===== config.mk =====
export PLATFORM = sky130hd
export DESIGN_NAME = div_ab
export DESIGN_NICKNAME = d
export VERILOG_FILES = /design/src/rtl/div_ab.sv
export SDC_FILE = /design/constraint.sdc
export NUM_CORES = 1
export LEC_CHECK = 0
export ABC_AREA = 0
export ABC_CLOCK_PERIOD_IN_PS = 2700
export CAP_MARGIN = 10
export CORE_MARGIN = 2
export CORE_UTILIZATION = 46
export DETAILED_ROUTE_END_ITERATION = 16
export GPL_ROUTABILITY_DRIVEN = 0
export PLACE_DENSITY = 0.68
export SLEW_MARGIN = 20
export SYNTH_ARGS = -nofsm -noshare
export SYNTH_HDL_FRONTEND = slang
export SYNTH_SLANG_ARGS = --single-unit

===== constraint.sdc =====
create_clock -name clk -period 2.7 [get_ports clk]
set_clock_uncertainty 0.1 [all_clocks]
set_input_delay 0.27 -clock clk [delete_from_list [all_inputs] [get_ports clk]]
set_output_delay 0.27 -clock clk [all_outputs]
set_load 0.02 [all_outputs]

===== src/rtl/div_ab.sv =====
// Fixed-point divider: recovers A = AB / B (AB in [4:-5], B in [0:-5]) as a saturated [2:-3] quotient.
// Optional macro DIV_AB_ROUND_EN computes one extra quotient bit and rounds half away from zero.
module div_ab (
  input  logic       clk,
  input  logic       rst,
  input  logic       in_valid,
  output logic       in_ready,
  input  logic [9:0] AB_in,
  input  logic [5:0] B_in,
  output logic [5:0] A_out,
  output logic       out_valid,
  input  logic       out_ready,
  output logic       ovf,
  output logic       dz
);

`ifdef DIV_AB_ROUND_EN
  localparam int QW = 14;
`else
  localparam int QW = 13;
`endif
  localparam logic [3:0] LAST = 4'(QW - 1);

  typedef enum logic [1:0] {IDLE, CALC, FIX, DONE} state_t;

  state_t          state_reg, state_next;
  logic [3:0]      cnt_reg;
  logic [QW-1:0]   dq_reg;
  logic [5:0]      rem_reg;
  logic [5:0]      div_reg;
  logic            neg_reg;
  logic            ab_neg_reg;
  logic [5:0]      a_reg;
  logic            ovf_reg;
  logic            dz_reg;

  logic [9:0]      ab_mag;
  logic [5:0]      b_mag;
  logic [6:0]      trial;
  logic            trial_ge;
  logic [5:0]      rem_step;
  logic [12:0]     mag;
  logic [5:0]      a_fix;
  logic            ovf_fix;
  logic            dz_fix;

  assign ab_mag   = AB_in[9] ? -AB_in : AB_in;
  assign b_mag    = B_in[5] ? -B_in : B_in;

  // dq_reg shifts dividend bits out of the top while quotient bits enter at the bottom
  assign trial    = {rem_reg, dq_reg[QW-1]};
  assign trial_ge = trial >= {1'b0, div_reg};
  assign rem_step = trial_ge ? (trial[5:0] - div_reg) : trial[5:0];

`ifdef DIV_AB_ROUND_EN
  assign mag = dq_reg[13:1] + {12'd0, dq_reg[0]};
`else
  assign mag = dq_reg;
`endif

  always_comb begin
    a_fix   = 6'd0;
    ovf_fix = 1'b0;
    dz_fix  = 1'b0;
    if (div_reg == 6'd0) begin
      dz_fix = 1'b1;
      a_fix  = ab_neg_reg ? 6'h20 : 6'h1F;
    end else if (mag == 13'd0) begin
      a_fix = 6'd0;
    end else if (!neg_reg) begin
      if (mag > 13'd31) begin
        a_fix   = 6'h1F;
        ovf_fix = 1'b1;
      end else begin
        a_fix = mag[5:0];
      end
    end else begin
      if (mag > 13'd32) begin
        a_fix   = 6'h20;
        ovf_fix = 1'b1;
      end else begin
        a_fix = -mag[5:0];
      end
    end
  end

  always_comb begin
    state_next = state_reg;
    case (state_reg)
      IDLE:    if (in_valid) state_next = CALC;
      CALC:    if (cnt_reg == LAST) state_next = FIX;
      FIX:     state_next = DONE;
      DONE:    if (out_ready) state_next = IDLE;
      default: state_next = IDLE;
    endcase
  end

  always_ff @(posedge clk or negedge rst) begin
    if (!rst) begin
      state_reg  <= IDLE;
      cnt_reg    <= 4'd0;
      dq_reg     <= '0;
      rem_reg    <= 6'd0;
      div_reg    <= 6'd0;
      neg_reg    <= 1'b0;
      ab_neg_reg <= 1'b0;
      a_reg      <= 6'd0;
      ovf_reg    <= 1'b0;
      dz_reg     <= 1'b0;
    end else begin
      state_reg <= state_next;
      case (state_reg)
        IDLE: begin
          if (in_valid) begin
            dq_reg     <= {ab_mag, {(QW-10){1'b0}}};
            rem_reg    <= 6'd0;
            div_reg    <= b_mag;
            neg_reg    <= AB_in[9] ^ B_in[5];
            ab_neg_reg <= AB_in[9];
            cnt_reg    <= 4'd0;
          end
        end
        CALC: begin
          dq_reg  <= {dq_reg[QW-2:0], trial_ge};
          rem_reg <= rem_step;
          cnt_reg <= cnt_reg + 4'd1;
        end
        FIX: begin
          a_reg   <= a_fix;
          ovf_reg <= ovf_fix;
          dz_reg  <= dz_fix;
        end
        default: ;
      endcase
    end
  end

  assign in_ready  = (state_reg == IDLE);
  assign out_valid = (state_reg == DONE);
  assign A_out     = a_reg;
  assign ovf       = ovf_reg;
  assign dz        = dz_reg;

endmodule

==> reports/summary.json <==
{
  "detailed_routing": {
    "drt_pass1_iterations": 4,
    "routed_wire_length_per_instance_um": 13.25,
    "route.vias.total": 2187,
    "drc_errors": 0,
    "antenna_left": 0,
    "detail_route.iter0.violations": 137,
    "post_route_wl_um": 5341,
    "detail_route.vias_per_cell": 5.427
  },
  "clock_tree": {
    "clock_tree_from_tritoncts": "done",
    "clk_pin_slew_worst_paths_ns": 0.08,
    "clockBufferDepth": 2,
    "cts_hold_buf": 0,
    "cts_made_buffers": 5,
    "numClockSinks": 41,
    "clock_latency_ns": 0.29,
    "postCtsSetupBuffers": 0,
    "post_cts_resized": 0,
    "cts_max_level": 2,
    "cts_root_buffer": "sky130_fd_sc_hd__clkbuf_8"
  },
  "timing": {
    "finalHoldViolations": 0,
    "post-route-min-period_ns": 2.126,
    "max_slew_margin_pct": 39.34,
    "finalSetupViolations": 0,
    "finalMaxSlewViolations": 0,
    "tightest_slew_ns": 0.9099,
    "rsz0062_at_grt": "false",
    "timing.fmax_ghz": 0.4704,
    "worst_hold_slack_ns": 0.003044,
    "post-route-period-util_pct": 78.73,
    "final.setup.tns_ns": 0
  },
  "worst_setup_path": {
    "start_kind": "flip-flop",
    "regToRegSetupSlack_ns": 0.59,
    "crit_type": "reg -> out",
    "critical_path.cell_chain": "inv_1 > ha_1 > clkdlybuf4s50_1",
    "cp_data_required_time_ns": 2.33,
    "r2r_end": "rem_reg[3]$_DFFE_PN0P_",
    "timing.critical_path.arrival_ns": 1.76,
    "timing.reg2reg.worst_path_depth": 7,
    "crit_path_end_kind": "primary output",
    "crit_path_max_fanout": 7,
    "crit_path_max_incr_delay_ns": 0.65,
    "worst_r2r_startpoint": "div_reg[1]$_DFFE_PN0P_",
    "crit_slowest_cell": "sky130_fd_sc_hd__clkdlybuf4s50_1"
  },
  "grt": {
    "wire_length_of_the_first_global_routing_pass_um": 9556,
    "global_route.overflow_total": 0,
    "track_usage_pct": 18.83,
    "number_of_global_route_vias_before_repair": 2091,
    "grt_antenna_before_repair": 0,
    "grt_max_degree": 42
  },
  "logic_synthesis": {
    "synth-adder-area-share_pct": 8.126,
    "synth-main-ff-cell": "sky130_fd_sc_hd__dfrtp_1",
    "synth_xor_xnor_area_share_pct": 3.878,
    "synth.ff_latch_count": 41,
    "number_of_cells_produced_by_synthesis": 306,
    "synth_area_mm2": 0.002710,
    "dominant_combinational_cell_family_by_area_after_synthesis": "compound AO/OA/AOI/OAI gates",
    "postSynth.asyncResetShare_pct": 100.0,
    "yosys-top-cells-area": "sky130_fd_sc_hd__dfrtp_1, sky130_fd_sc_hd__ha_1, sky130_fd_sc_hd__o21ai_0",
    "synthesis.nets": 343,
    "yosys.area_share.simple_pct": 17.68,
    "synth.yosys.warnings": 0,
    "post_synth_num_cell_types": 56,
    "synth_enable_flop_cells": 0,
    "post_synth_mux_area_share_pct": 4.201,
    "complex_gate_fraction_of_the_synthesized_area_pct": 21.61,
    "synth_top_cell_by_area": "sky130_fd_sc_hd__dfrtp_1",
    "synth_largest_type_area_fraction_pct": 37.86,
    "avgSynthCellArea_um2": 8.857,
    "synth-seq-area-share_pct": 37.86
  },
  "cells_and_area": {
    "growth_of_design_area_from_synthesis_to_finish_pct": 15.51,
    "mostFrequentLayoutCell": "sky130_fd_sc_hd__dfrtp_1",
    "multi_input_combinational_cell_area_mm2": 0.001508,
    "insertedDiodeCount": 0,
    "finalNetCount": 367,
    "layout.cells.non_filler": 403,
    "largest_register_ff_count": 13,
    "final_core_util_pct": 55.82,
    "final.fill_count": 539,
    "final_cell_mix": "sky130_fd_sc_hd__dfrtp_1, sky130_fd_sc_hd__nand2_1, sky130_fd_sc_hd__o21ai_0",
    "seq_area_mm2": 0.001026,
    "ratio_of_cells_with_drive_above_1_in_the_final_layout_pct": 6.949
  },
  "job": {
    "timing.max_cap.violations": 0
  },
  "placement": {
    "portBuffers": 29,
    "place.detailed.hpwl_um": 4054,
    "dp.cells": 395
  },
  "pwr": {
    "power.share.clock_pct": 14.4,
    "internal_power_mw": 2.021,
    "power.share.switching_pct": 43.42,
    "power_frac_comb_pct": 53.7,
    "ir_drop_v": 0.0004260,
    "net-switching-power_mw": 1.551,
    "pwr-share-seq_pct": 32.0,
    "power_density_over_the_cells_mw_per_mm2": 1141,
    "static-leakage-power_nw": 1.348,
    "report.power.total_mw": 3.572
  },
  "floorplanning": {
    "ports": 30,
    "die-area_mm2": 0.006521,
    "die_w_um": 80.76,
    "initial_core_util_pct": 48.33,
    "core.rowCount": 27,
    "die_h_um": 80.76,
    "fp.coreArea_mm2": 0.005608
  },
  "outcome": {
    "outcome": "finished, final reports clean"
  },
  "hold_path": {
    "hp-class": "in -> async"
  }
}
worst max-delay path: cells and delay by family, from the launching register on:
family | cells | cell delay, ns
adder cells (fa/ha/maj) | 1 | 0.29
buffers and inverters | 2 | 0.76
flip-flops | 1 | 0.41
layer usage:
metal / part of all wire, % / vias up / global-route usage, %
li1: - / 1130 / -
met1: 49 / 1015 / 26.61
met2: 47 / 34 / 29.33
met3: 3.0 / 8 / 2.778
met4: 0.88 / 0 / 7.119
met5: 0 / - / 0
synthesized netlist by cell type, drive strengths merged, types with 2 or more instances:
master and number:
a21o 2, a21oi 22, a221oi 2, a22o 3
and3 4, buf 6, clkbuf 7, dfrtp 41
ha 16, inv 24, mux2 3, mux2i 8
nand2 33, nand2b 6, nand3 5, nand4 3
nor2 22, nor2b 5, nor3 5, nor4 2
nor4b 2, o2111ai 3, o211ai 5, o21a 5
o21ai 31, o311ai 3, o31ai 5, or2 2
or3 5, xnor2 7, xor2 5
area by class of cell:
cell class	count	share of cell area [%]
multi-input combinational	227	48.16
sequential	41	32.77
timing repair buffer	31	9.592
inverter	24	2.878
tap	72	2.878
clock buffer	7	2.758
clock inverter	1	0.9592
power groups by stage:
stage          logic (mW)  clock network, mW  registers, mW
2_1_floorplan        1.47                  0           1.13
3_3_place_gp         1.91                  0           1.15
3_5_place_dp         1.94                  0           1.15
4_1_cts              1.94              0.532           1.14
5_1_grt              2.22              0.555           1.19
6_report             1.92              0.513           1.14
worst max path at each step:
stage	end	start	cells after the start
2_1_floorplan	rem_reg[2]$_DFFE_PN0P_	div_reg[1]$_DFFE_PN0P_	8
3_3_place_gp	dq_reg[9]$_DFFE_PN0P_	AB_in[0]	8
3_5_place_dp	dq_reg[9]$_DFFE_PN0P_	AB_in[0]	8
4_1_cts	in_ready	state_reg[0]$_DFFE_PN0P_	3
5_1_grt	rem_reg[3]$_DFFE_PN0P_	div_reg[1]$_DFFE_PN0P_	7
6_report	in_ready	state_reg[0]$_DFFE_PN0P_	3
kinds of logic (layout without fill, tap and decap cells):
| group | after synthesis | count (layout) |
|---|---|---|
| compound gates | 90 | 90 |
| flops | 41 | 41 |
| fa+ha+maj | 17 | 17 |
| simple gates | 97 | 97 |
| xor+xnor | 12 | 12 |
| mux | 11 | 11 |
| buf+inv | 38 | 63 |
metrics by stage:
stage / instance area, um2 / setup slack, ns
2_1_floorplan: 2710 / 0.8048
3_3_place_gp: 3014 / 0.5562
3_5_place_dp: 3014 / 0.5169
4_1_cts: 3131 / 0.5501
5_1_grt: 3131 / 0.3662
6_report: 3131 / 0.5742
No activity file was read; power rests on OpenSTA's default activity.
